[config.mk]
export PLATFORM = sky130hd
export DESIGN_NAME = dragon_head_ctrl
export DESIGN_NICKNAME = d
export VERILOG_FILES = /design/src/rtl/dragon_head_ctrl.sv
export SDC_FILE = /design/constraint.sdc
export NUM_CORES = 1
export LEC_CHECK = 0
export BUFFER_PORTS_ARGS = -buffer_cell sky130_fd_sc_hd__buf_2
export CORE_MARGIN = 10
export CORE_UTILIZATION = 25
export DETAILED_ROUTE_END_ITERATION = 7
export PLACE_DENSITY = 0.55
export SYNTH_ARGS = -nofsm -noshare
export SYNTH_HDL_FRONTEND = slang
export SYNTH_SLANG_ARGS = --single-unit
[constraint.sdc]
create_clock -name clk -period 7.25 [get_ports clk]
set_input_delay 0.3625 -clock clk [delete_from_list [all_inputs] [get_ports clk]]
set_output_delay 0.3625 -clock clk [all_outputs]
set_load 0.05 [all_outputs]
[src/rtl/dragon_head_ctrl.sv]
// dragon_head_ctrl
//   Drives the dragon body segment queue. Once per frame (vsync rising edge)
//   it advances a movement counter. When the counter wraps, the head steps one
//   grid cell toward a clamped target. Pending hit/heal requests are resolved
//   into a single one-clk length-update pulse.
//
// Ports
//   clk             system clock
//   reset           asynchronous, active-high reset
//   vsync           frame sync; only its rising edge (in the clk domain) is used
//   target_pos      {y[3:0],x[3:0]} cell the head chases
//   hit_req         level or pulse request to shrink
//   heal_req        level or pulse request to grow
//   movementCounter frame counter 0..MOVE_PERIOD
//   Dragon_Head     [9:8] orientation (00 up, 01 right, 10 down, 11 left),
//                   [7:0] position {y,x}
//   lengthUpdate    00 none, 01 heal, 10 hit; non-zero for exactly one clk
//   dragon_len      current body length 0..MAX_LEN
module dragon_head_ctrl #(
    parameter int          MOVE_PERIOD = 10,
    parameter int          GRID_W      = 16,
    parameter int          GRID_H      = 12,
    parameter logic [7:0]  INIT_POS    = 8'h00,
    parameter int          MAX_LEN     = 7
) (
    input  logic       clk,
    input  logic       reset,
    input  logic       vsync,
    input  logic [7:0] target_pos,
    input  logic       hit_req,
    input  logic       heal_req,
    output logic [5:0] movementCounter,
    output logic [9:0] Dragon_Head,
    output logic [1:0] lengthUpdate,
    output logic [2:0] dragon_len
);

    localparam logic [3:0] X_MAX    = 4'(GRID_W - 1);
    localparam logic [3:0] Y_MAX    = 4'(GRID_H - 1);
    localparam logic [5:0] CNT_TERM = 6'(MOVE_PERIOD);
    localparam logic [2:0] LEN_MAX  = 3'(MAX_LEN);

    localparam logic [1:0] ORI_UP    = 2'b00;
    localparam logic [1:0] ORI_RIGHT = 2'b01;
    localparam logic [1:0] ORI_DOWN  = 2'b10;
    localparam logic [1:0] ORI_LEFT  = 2'b11;

    localparam logic [1:0] LU_NONE = 2'b00;
    localparam logic [1:0] LU_HEAL = 2'b01;
    localparam logic [1:0] LU_HIT  = 2'b10;

    // Saturate a target coordinate to the last valid cell of its axis.
    function automatic logic [3:0] clamp4(input logic [3:0] v, input logic [3:0] lim);
        return (v > lim) ? lim : v;
    endfunction

    logic       pre_vsync;
    logic       armed;
    logic       vs_rise;
    logic       pend_hit;
    logic       pend_heal;

    logic [3:0] x_cur, y_cur, x_t, y_t;
    logic [9:0] head_next;
    logic [1:0] lu_next;
    logic [2:0] len_next;

    // armed stays low until vsync has been seen low after reset, so a vsync
    // already high at reset release is not mistaken for a fresh edge.
    assign vs_rise = vsync & ~pre_vsync & armed;

    assign x_cur = Dragon_Head[3:0];
    assign y_cur = Dragon_Head[7:4];
    assign x_t   = clamp4(target_pos[3:0], X_MAX);
    assign y_t   = clamp4(target_pos[7:4], Y_MAX);

    // One-axis step toward the target, x has priority over y.
    always_comb begin
        head_next = Dragon_Head;
        if (x_t > x_cur)
            head_next = {ORI_RIGHT, y_cur, x_cur + 4'd1};
        else if (x_t < x_cur)
            head_next = {ORI_LEFT, y_cur, x_cur - 4'd1};
        else if (y_t > y_cur)
            head_next = {ORI_DOWN, y_cur + 4'd1, x_cur};
        else if (y_t < y_cur)
            head_next = {ORI_UP, y_cur - 4'd1, x_cur};
    end

    // Simultaneous hit and heal cancel; saturated requests are dropped.
    always_comb begin
        lu_next  = LU_NONE;
        len_next = dragon_len;
        if (pend_heal && !pend_hit && dragon_len < LEN_MAX) begin
            lu_next  = LU_HEAL;
            len_next = dragon_len + 3'd1;
        end else if (pend_hit && !pend_heal && dragon_len != 3'd0) begin
            lu_next  = LU_HIT;
            len_next = dragon_len - 3'd1;
        end
    end

    always_ff @(posedge clk or posedge reset) begin
        if (reset) begin
            pre_vsync       <= 1'b0;
            armed           <= 1'b0;
            pend_hit        <= 1'b0;
            pend_heal       <= 1'b0;
            movementCounter <= 6'd0;
            Dragon_Head     <= {ORI_UP, INIT_POS};
            lengthUpdate    <= LU_NONE;
            dragon_len      <= 3'd0;
        end else begin
            pre_vsync    <= vsync;
            armed        <= armed | ~vsync;
            lengthUpdate <= LU_NONE;
            if (vs_rise) begin
                // Requests arriving on this very clk belong to the next frame.
                pend_hit     <= hit_req;
                pend_heal    <= heal_req;
                lengthUpdate <= lu_next;
                dragon_len   <= len_next;
                if (movementCounter == CNT_TERM) begin
                    movementCounter <= 6'd0;
                    Dragon_Head     <= head_next;
                end else begin
                    movementCounter <= movementCounter + 6'd1;
                end
            end else begin
                pend_hit  <= pend_hit | hit_req;
                pend_heal <= pend_heal | heal_req;
            end
        end
    end

endmodule

Word level (Yosys, flattened, before mapping)

Cells that the tools add are included.

Register bits after elaboration: 25
Latch bits: 0
RAM bits: 0
Memory bits (read-only): 0
Input bits: 13
Memories: 0

$add $sub $neg: 7
Multiply operators: 0
Div/mod/pow operators: 0
$lt $le $gt $ge: 7
Eq/ne operators: 1
Shift operators: 0
Mux-type cells: 14
Bitwise gates (word level): 9
Reduce and logical (&&, ||, !) cells: 15

Operator list:

| cell                  | count |
|---|---|
| $mux W10              | 4 |
| $add A4 B1 Y4 const B | 2 |
| $gt A4 B4 Y1          | 2 |
| $gt A4 B4 Y1 const B  | 2 |
| $lt A4 B4 Y1          | 2 |
| $mux W4               | 2 |
| $sub A4 B1 Y4 const B | 2 |
| $add A6 B1 Y6 const B | 1 |
| $eq A6 B4 Y1 const B  | 1 |
| $mux W2               | 3 |
| $mux W3               | 2 |
| $mux W6               | 1 |
| $reduce_and A3 Y1     | 2 |
| $reduce_bool A2 Y1    | 3 |
| $reduce_and A5 Y1     | 1 |
| $logic_and A1 B1 Y1   | 4 |
| $not A1 Y1            | 4 |
| $reduce_bool A4 Y1    | 1 |
| $add A3 B1 Y3 const B | 1 |
| $lt A3 B3 Y1 const B  | 1 |
| $or A1 B1 Y1          | 3 |
| $reduce_bool A3 Y1    | 1 |
| $sub A3 B1 Y3 const B | 1 |
| $and A1 B1 Y1         | 2 |
| 3 further kinds       | 5 |

Logic depth before layout (Yosys ltp)

Gate-level depths: netlist of the first run.

Depth after elaboration: 7
Depth in mapped cells: 12
Gate-level depth less buffers: 12

Least setup slack after synthesis of the first run

No wires, ideal clock.

Path kind: flip-flop to flip-flop
From: register Dragon_Head[5]
To: register Dragon_Head[7]
Library setup time: 0.141 ns
Data arrival time: 2.774 ns
Required time: 7.109 ns
Path slack: 4.335 ns
Cell stages (with the launch flop): 13
Path through: dfrtp_1 > inv_1 > ha_1 > and2b_1 > o211ai_1 > nand2_1 > nand2_1 > ha_1 > a21o_1 > a21oi_1 > nand3_1 > a2111o_1 > xnor2_1

Word-level cells in the longest chain between the ends: 3

Ends and longest elaborated chain:

| element                                                                | line | RTL |
|---|---|---|
| start: declaration                                                     | 33   | `output logic [9:0] Dragon_Head,` |
| start signal: assignment                                               | 110  | `Dragon_Head <= {ORI_UP, INIT_POS};` |
| start signal: assignment                                               | 125  | `Dragon_Head <= head_next;` |
| $gt A4 B4 Y1, or another cell as far along                             | 84   | `else if (y_t > y_cur)` |
| $reduce_bool A2 Y1 (no source line) / $mux W10 (equally long branches) | n/a  |  |
| $reduce_and A5 Y1 (no source line) / $mux W10 (equally long branches)  | n/a  |  |

Several ways; a longest one is shown, not always the timed one. The select of a mux whose other input is x is not followed.
A chain may end at the register's enable or synchronous reset.

Worst setup path after layout of the first run

Same ends and word-level chain as after synthesis.

==> results.json, run 1 <==
{
  "antenna_found_initial": 0,
  "routed_wl_um": 3509,
  "power.share.switching": 0.4858,
  "holdCritPathClass": "primary input to flop",
  "timing.fmax_mhz": 357.2,
  "drive_gt1_frac": 0.2634,
  "critPathMaxFanout": 5,
  "synth_edf_count": 0,
  "cp_data_arrival_time_ps": 2960,
  "synth_warnings": 0,
  "core-area_um2": 5991,
  "num_vias": 1234,
  "combPwrFrac": 0.466,
  "grt_setup_unrepaired": "no",
  "synth_cell_types": 46,
  "synth.most_common_cell": "dfrtp_1",
  "regArea_um2": 625.6,
  "num_io_pins": 34,
  "cts_root_buf": "clkbuf_8",
  "via_per_inst": 4.728,
  "setup_tns_ps": 0,
  "setup_viol": 0,
  "cts_tree": "yes",
  "firstDrtPassIters": 4,
  "peakVddDrop_mv": 0.1378,
  "maxSlewHeadroom": 0.3219,
  "drc": 0,
  "p_seq_frac": 0.378,
  "outcome": "completed",
  "ys_top_cells_by_count": "dfrtp_1 (25), nand2_1 (15), ha_1 (14), inv_1 (10), o21ai_0 (10)",
  "power_density_nw_per_um2": 301.0,
  "layout.cells.non_filler": 261,
  "ys.flop_type": "dfrtp_1",
  "yosysTopAreaCell": "dfrtp_1",
  "num_rows": 28,
  "post-route-min-period_ps": 2799,
  "die_h_um": 99,
  "multi_input_comb_area_um2": 889.6,
  "syn_to_final_growth_pct": 19.01,
  "skew_ps": 2.050,
  "path_class": "flop to flop",
  "maxSlewViolCount": 0,
  "synth_top_area_share": 0.4010,
  "cts_buffers": 3,
  "synth_area_um2": 1560,
  "cp-start-kind": "flop",
  "ys_ff_latch": 25,
  "leakage_nw": 0.9044,
  "ctsResizeCount": 0,
  "fin_crit_sh": 0.3861,
  "clk-insertion-delay-late_ps": 270,
  "final_nets": 216,
  "htree_levels": 1,
  "cts_setup_buffers": 0,
  "path_clk_slew_ps": 90,
  "syn_nets": 180,
  "track_usage": 0.07625,
  "initial_core_util": 0.2604,
  "grt_overflow_total": 0,
  "grt_max_degree": 26,
  "fp.dieW_um": 99,
  "async_flop_share": 1.000,
  "synth_seq_area_share": 0.4010,
  "synth.area.top_cells": "dfrtp_1 (40%), ha_1 (11%), xnor2_1 (4.5%), nand2_1 (3.6%), a21o_1 (3.4%)",
  "crit_path_end_kind": "flop",
  "cap_violations": 0,
  "place.gp.congestion": 0.7248,
  "drt_iter0_drc": 39,
  "diodes": 0,
  "cp.required_ps": 7410,
  "tightest_slew_ps": 1016,
  "grt_pass1_vias": 1318,
  "cts.path.max_buffers": 2,
  "p_int_mw": 0.2873,
  "wl_per_cell_um": 13.44,
  "switching_power_mw": 0.2715,
  "hold_viol": 0,
  "cts_num_sinks": 25,
  "die_area_um2": 9801,
  "placed_cells": 257,
  "dp_hpwl_um": 2728,
  "syn_avg_cell_area_um2": 10.33,
  "port_buffers": 33,
  "ctsHoldBuffers": 0,
  "p_clk_frac": 0.156,
  "grt_pass1_wl_um": 6341,
  "syn-instance-count": 151,
  "ant_nets": 0,
  "fillCellCount": 645
}
## layout make-up
type | instances | area share
tap | 75 | 0.05054
inverter | 10 | 0.02022
sequential | 25 | 0.3369
multi-input combinational | 114 | 0.4791
timing repair buffer | 33 | 0.08895
clock buffer | 4 | 0.02426
## critical path: stages, from the launching register on
cell,delay [ps]
dfrtp_1,450
inv_1,70
ha_1,320
and2b_1,200
o211ai_1,210
nand2_1,110
nand2_1,140
ha_1,240
a21o_1,150
a21oi_1,190
nand3_1,100
a2111o_1,380
xnor2_1,130
## kinds of logic (layout without fill, tap and decap cells)
family,after synthesis,count (layout),share of synthesized area
simple gates,46,46,0.1869
compound gates,39,39,0.1660
flops,25,25,0.4010
fa+ha+maj,16,16,0.1379
buf+inv,12,47,0.02887
xor+xnor,10,10,0.05614
mux,3,3,0.02325
## cell usage in the layout, fill, tap and decap left out, types with 2 or more instances in the layout
cell,n
a21o_1,7
a21oi_1,8
a31oi_1,2
and3_1,2
buf_2,33
clkbuf_8,3
dfrtp_1,25
fa_1,2
ha_1,14
inv_1,10
nand2_1,15
nand2b_4,2
nand3_1,3
nand4_1,3
nor2_1,2
nor2b_1,2
nor3_1,3
o211ai_1,2
o21ai_0,10
o31ai_1,2
xnor2_1,8
xor2_1,2
## routing by layer
layer  share of wire  up-vias  GRT usage  wire length (um)
met5               0        -          0                 0
met4           0.015        0    0.02977                53
met3           0.068        6    0.02793               240
met2            0.45       26     0.1177              1578
met1            0.47      580    0.09381              1637
li1                -      622          -                 -
## power groups by stage
stage / logic [mW] / clock network [mW] / registers, mW
after floorplan: 0.103 / 0 / 0.311
after global placement: 0.264 / 0 / 0.214
after detailed placement: 0.264 / 0 / 0.215
after CTS: 0.265 / 0.0932 / 0.212
after global routing: 0.287 / 0.0996 / 0.220
final: 0.261 / 0.0872 / 0.211
## metrics by stage
step | setup WS [ps] | utilization | hold slack [ps] | instance area (um2) | power, mW
2_1_floorplan | 4335 | - | 389.8 | 1560 | 0.4140
3_3_place_gp | 4389 | 0.3024 | 468.0 | 1812 | 0.4780
3_5_place_dp | 4317 | 0.3024 | 478.6 | 1812 | 0.4795
4_1_cts | 4427 | 0.3099 | 225.5 | 1857 | 0.5708
5_1_grt | 4244 | 0.3099 | 227.2 | 1857 | 0.6066
6_report | 4451 | 0.3099 | 236.3 | 1857 | 0.5588
## sequential cells by signal, indices dropped and copies added (netlist names)
| signal | cells |
|---|---|
| Dragon_Head | 10 |
| lengthUpdate | 2 |
| armed | 1 |
| pend_heal | 1 |
| dragon_len | 3 |
| pend_hit | 1 |
| movementCounter | 6 |
| pre_vsync | 1 |
## final timing paths
kind	depth (start not counted)	endpoint	slack, ps	from
setup / recovery	12	Dragon_Head[7]$_DFFE_PP0P_	4450	Dragon_Head[5]$_DFFE_PP0P_
hold / removal	1	pre_vsync$_DFF_PP0_	240	vsync
setup reg to reg	12	Dragon_Head[7]$_DFFE_PP0P_	4450	Dragon_Head[5]$_DFFE_PP0P_
hold reg to reg	1	lengthUpdate[1]$_DFF_PP0_	490	pend_heal$_DFF_PP0_
max in group asynchronous	2	movementCounter[3]$_DFFE_PP0P_	6320	reset
min in group asynchronous	2	Dragon_Head[4]$_DFFE_PP0P_	320	reset
Power figures use the tool's default switching activity.
==> run 2: changes to the inputs <==
clock period = 2.7 ns   (was 7.25 ns; I/O delays follow)
==> results.json, run 2 (same netlist as run 1, synthesis figures left out) <==
{
  "num_io_pins": 34,
  "power_density_nw_per_um2": 775.1,
  "cap_violations": 0,
  "regMostFlops": "Dragon_Head",
  "antenna_found_initial": 0,
  "cts.path.max_buffers": 2,
  "holdPathStages": 1,
  "fin_crit_sh": 0.9590,
  "final_area_um2": 1959,
  "fp.dieW_um": 99,
  "r2r_slack_ps": 110,
  "track_usage": 0.07702,
  "peakVddDrop_mv": 0.3679,
  "firstDrtPassIters": 4,
  "num_vias": 1231,
  "cp-start-kind": "flop",
  "grt_overflow_total": 0,
  "place.gp.congestion": 0.7346,
  "cts_tree": "yes",
  "outcome": "completed",
  "critPathMaxFanout": 3,
  "path_class": "flop to flop",
  "maxSlewViolCount": 0,
  "wl_per_cell_um": 13.70,
  "finalPower_mw": 1.519,
  "clk-insertion-delay-late_ps": 270,
  "via_per_inst": 4.542,
  "grt_max_degree": 26,
  "post-route-min-period_ps": 2589,
  "crit_path_end_kind": "flop",
  "die_h_um": 99,
  "holdCritPathClass": "primary input to flop",
  "layout_commonest_cell": "buf_2",
  "final_util": 0.3271,
  "drc": 0,
  "dpl_cell_area_um2": 1852,
  "largest_reg_flops": 10,
  "tightest_slew_ps": 378.8,
  "setup_viol": 0,
  "skew_ps": 6.972,
  "cts_root_buf": "clkbuf_8",
  "initial_core_util": 0.2604,
  "syn_to_final_growth_pct": 25.58,
  "grt_pass1_vias": 1335,
  "port_buffers": 33,
  "ant_nets": 0,
  "path_clk_slew_ps": 100,
  "dp_hpwl_um": 2837,
  "hold_viol": 0,
  "core-area_um2": 5991,
  "htree_levels": 1,
  "drive_gt1_frac": 0.3418,
  "r2r_start": "Dragon_Head[5]$_DFFE_PP0P_",
  "die_area_um2": 9801,
  "routed_wl_um": 3714,
  "final_nets": 226,
  "final_cell_mix": "buf_2 (33), dfrtp_1 (22), nand2_1 (14)",
  "num_rows": 28,
  "top_regs": "Dragon_Head x10, movementCounter x6, dragon_len x3",
  "diodes": 0,
  "leakage_nw": 0.9530,
  "maxSlewHeadroom": 0.7465,
  "r2r_cells": 12,
  "timing.fmax_mhz": 386.2,
  "fillCellCount": 603,
  "cp_data_arrival_time_ps": 2760,
  "r2r_end": "Dragon_Head[7]$_DFFE_PP0P_",
  "drt_iter0_drc": 57,
  "grt_pass1_wl_um": 6410,
  "min_to": "pre_vsync$_DFF_PP0_",
  "cp.required_ps": 2870,
  "cts_buffers": 3,
  "min_from": "vsync",
  "cts_num_sinks": 25,
  "finalHoldWorstSlack_ps": 18.45
}
-- run 2: area by class of cell --
| class | count | area (um2) | share of cell area |
|---|---|---|---|
| well taps | 75 | 93.84 | 0.04789 |
| flip-flops and latches | 25 | 629.4 | 0.3212 |
| clock inverters | 1 | 5.005 | 0.002554 |
| clock buffers | 3 | 41.29 | 0.02107 |
| inverters | 10 | 37.54 | 0.01916 |
| repair buffers | 43 | 242.7 | 0.1239 |
| multi-input cells | 114 | 909.6 | 0.4642 |
-- run 2: how the worst max path moves through the flow --
stage	slack, ps	endpoint	from
3_5_place_dp	30	Dragon_Head[7]$_DFFE_PP0P_	target_pos[7]
2_1_floorplan	-10	Dragon_Head[7]$_DFFE_PP0P_	Dragon_Head[5]$_DFFE_PP0P_
4_1_cts	90	Dragon_Head[7]$_DFFE_PP0P_	Dragon_Head[5]$_DFFE_PP0P_
5_1_grt	-20	Dragon_Head[7]$_DFFE_PP0P_	Dragon_Head[5]$_DFFE_PP0P_
6_report	110	Dragon_Head[7]$_DFFE_PP0P_	Dragon_Head[5]$_DFFE_PP0P_
3_3_place_gp	80	Dragon_Head[7]$_DFFE_PP0P_	target_pos[7]
-- run 2: report_power, final --
group	total, mW	internal [mW]	switching [mW]
clock	0.233	0.103	0.129
sequential	0.568	0.455	0.113
combinational	0.718	0.222	0.495
total	1.52	0.781	0.738
-- run 2: repair_timing --
action / CTS / global route
hold buffers: 1 / 0
endpoints found under the setup margin: 0 / 1
setup buffers: 0 / 5
endpoints found under the hold margin: 25 / 0
gates resized for setup: 0 / 3
-- run 2: per-layer routing --
| layer | GRT usage | share of wire | vias up |
|---|---|---|---|
| li1 | - | - | 636 |
| met1 | 0.09117 | 0.47 | 572 |
| met2 | 0.1283 | 0.46 | 21 |
| met3 | 0.03003 | 0.069 | 2 |
| met4 | 0.01654 | 0.0062 | 0 |
| met5 | 0 | 0 | - |
-- run 2: critical path, cell delays in order, from the launching register on --
cell,delay (ps)
dfrtp_2,420
inv_2,70
ha_4,200
and2b_2,210
o211ai_1,210
nand2_1,120
nand2_2,90
buf_4,110
ha_1,250
a21oi_2,180
nand3_1,90
a2111o_1,420
xnor2_1,120
-- run 2: through the flow --
step | instances | TNS [ps] | setup WS [ps]
after floorplan | 151 | -12.35 | -12.35
after global placement | 261 | 0 | 77.81
after detailed placement | 261 | 0 | 33.83
after CTS | 266 | 0 | 86.77
after global routing | 271 | -19.29 | -19.29
final | 271 | 0 | 110.6
==> run 3: changes to the inputs <==
ABC_AREA = 1   (was default)
==> results.json, run 3 <==
{
  "ctsResizeCount": 0,
  "setup_tns_ps": 0,
  "layout.cells.non_filler": 292,
  "synth.most_common_cell": "nand2_1",
  "syn_avg_cell_area_um2": 8.765,
  "peakVddDrop_mv": 0.3105,
  "skew_ps": 3.308,
  "largest_reg_flops": 10,
  "crit_path_end_kind": "flop",
  "synth_warnings": 0,
  "antenna_found_initial": 0,
  "fillCellCount": 656,
  "fin_crit_sh": 0.8458,
  "track_usage": 0.07008,
  "layout_commonest_cell": "nand2_1",
  "wl_per_cell_um": 11.11,
  "grt_pass1_wl_um": 5858,
  "htree_levels": 1,
  "num_vias": 1185,
  "routed_wl_um": 3244,
  "top_regs": "Dragon_Head x10, movementCounter x6, dragon_len x3",
  "synth_edf_count": 0,
  "r2r_cells": 18,
  "num_io_pins": 34,
  "r2r_start": "Dragon_Head[5]$_DFFE_PP0P_",
  "regMostFlops": "Dragon_Head",
  "yosysTopAreaCell": "dfrtp_1",
  "r2r_end": "Dragon_Head[7]$_DFFE_PP0P_",
  "ys_top_cells_by_count": "nand2_1 (35), inv_1 (31), dfrtp_1 (25), ha_1 (14), nand3_1 (10)",
  "synth_cell_types": 33,
  "crit_end": "Dragon_Head[7]$_DFFE_PP0P_",
  "core-area_um2": 6026,
  "outcome": "completed",
  "initial_core_util": 0.2633,
  "r2r_slack_ps": 420,
  "diodes": 0,
  "placed_cells": 287,
  "ctsHoldBuffers": 1,
  "cts_root_buf": "clkbuf_8",
  "synth_top_area_share": 0.3943,
  "die_area_um2": 9932,
  "cp-start-kind": "flop",
  "power_density_nw_per_um2": 869.4,
  "leakage_nw": 1.023,
  "cp.required_ps": 2870,
  "post-route-min-period_ps": 2284,
  "final_nets": 247,
  "cts_num_sinks": 25,
  "tightest_slew_ps": 997.5,
  "cts_tree": "yes",
  "clk-insertion-delay-late_ps": 270,
  "drt_iter0_drc": 20,
  "drive_gt1_frac": 0.2535,
  "cts_setup_buffers": 0,
  "critPathMaxFanout": 4,
  "num_rows": 28,
  "die_h_um": 99.66,
  "path_clk_slew_ps": 90,
  "ys.flop_type": "dfrtp_1",
  "cts.path.max_buffers": 2,
  "async_flop_share": 1.000,
  "syn-instance-count": 181,
  "syn_nets": 210,
  "cap_violations": 0,
  "synth.area.top_cells": "dfrtp_1 (39%), ha_1 (11%), nand2_1 (8.3%), inv_1 (7.3%), xnor2_1 (3.9%)",
  "port_buffers": 33,
  "maxSlewViolCount": 0,
  "dp_hpwl_um": 2615,
  "grt_max_degree": 26,
  "hold_viol": 0,
  "place.gp.congestion": 0.7775,
  "via_per_inst": 4.058,
  "synth_area_um2": 1587,
  "final_cell_mix": "nand2_1 (35), buf_2 (33), inv_1 (31)",
  "cts_buffers": 3,
  "holdPathStages": 2,
  "maxSlewHeadroom": 0.3343,
  "grt_setup_unrepaired": "no",
  "timing.fmax_mhz": 437.9,
  "worstSetupStartpoint": "Dragon_Head[5]$_DFFE_PP0P_",
  "holdCritPathClass": "primary input to flop",
  "cp_data_arrival_time_ps": 2450,
  "ant_nets": 0,
  "fp.dieW_um": 99.66,
  "grt_pass1_vias": 1272,
  "setup_viol": 0,
  "ys_ff_latch": 25,
  "firstDrtPassIters": 5,
  "grt_overflow_total": 0,
  "syn_to_final_growth_pct": 19.24,
  "synth_seq_area_share": 0.3943,
  "drc": 0,
  "path_class": "flop to flop"
}
==> run 3: changes by cell type after synthesis, sizes merged, moves of 7 or more <==
cell	change
a21o	-7
inv	+23
nand2	+24
nand3	+7
nor2	+13
==> run 3: layer usage <==
| layer | part of all wire | track usage |
|---|---|---|
| met5 | 0 | 0 |
| met4 | 0.0059 | 0.02315 |
| met3 | 0.051 | 0.02076 |
| met2 | 0.48 | 0.1125 |
| met1 | 0.47 | 0.08704 |
==> run 3: how the worst min path moves through the flow <==
| stage | startpoint | to | slack [ps] |
|---|---|---|---|
| global route | hit_req | pend_hit$_DFF_PP0_ | 50 |
| CTS | hit_req | pend_hit$_DFF_PP0_ | 40 |
| finish | hit_req | pend_hit$_DFF_PP0_ | 50 |
| global placement | vsync | pre_vsync$_DFF_PP0_ | 270 |
| detailed placement | vsync | pre_vsync$_DFF_PP0_ | 270 |
| floorplan | reset | Dragon_Head[0]$_DFFE_PP0P_ | 160 |
==> run 3: where the power goes <==
group          switching (mW)  total (mW)  leakage, nW  internal (mW)
registers               0.118       0.587        0.306          0.470
clock network           0.124       0.230       0.0228          0.106
logic                   0.583       0.828        0.694          0.244
==> run 3: worst max-delay path, stage by stage, from the launching register on <==
cell and delay, ps:
dfrtp_1 430, inv_1 90, ha_1 300, nand2_1 60
nand2_1 50, nand2_1 40, nand2_1 110, nand2_1 140
ha_1 340, nand2_1 80, inv_1 30, a21oi_1 150
inv_1 50, nand2_1 60, nand2_1 50, inv_1 60
nand2_1 50, nand2_1 50, nand2_1 40
==> run 3: cell families after synthesis <==
kind of cell | count (synthesis) | share of synthesized area
simple gates | 72 | 0.2342
buf+inv | 35 | 0.08359
flops | 25 | 0.3943
compound gates | 21 | 0.08123
fa+ha+maj | 16 | 0.1356
xor+xnor | 12 | 0.07098
==> run 3: layout make-up <==
class                           instances  area (um2)  area share
Sequential cell                        25       625.6      0.3307
Multi-Input combinational cell        121       828.3      0.4378
Clock buffer                            4       45.04     0.02381
Tap cell                               75       93.84     0.04960
Timing Repair Buffer                   34       175.2     0.09259
Inverter                               33       123.9     0.06548
==> run 3: stage by stage <==
stage                     hold WS (ps)    util  worst slack [ps]  cell area (um2)  total power [mW]
after detailed placement         268.5  0.3048             411.7             1837             1.435
after CTS                        41.25  0.3140             390.3             1892             1.679
after global placement           267.1  0.3048             431.8             1837             1.432
after floorplan                  162.3       -             255.6             1587             1.239
after global routing             52.27  0.3140             65.81             1892             1.784
final                            53.24  0.3140             416.3             1892             1.645
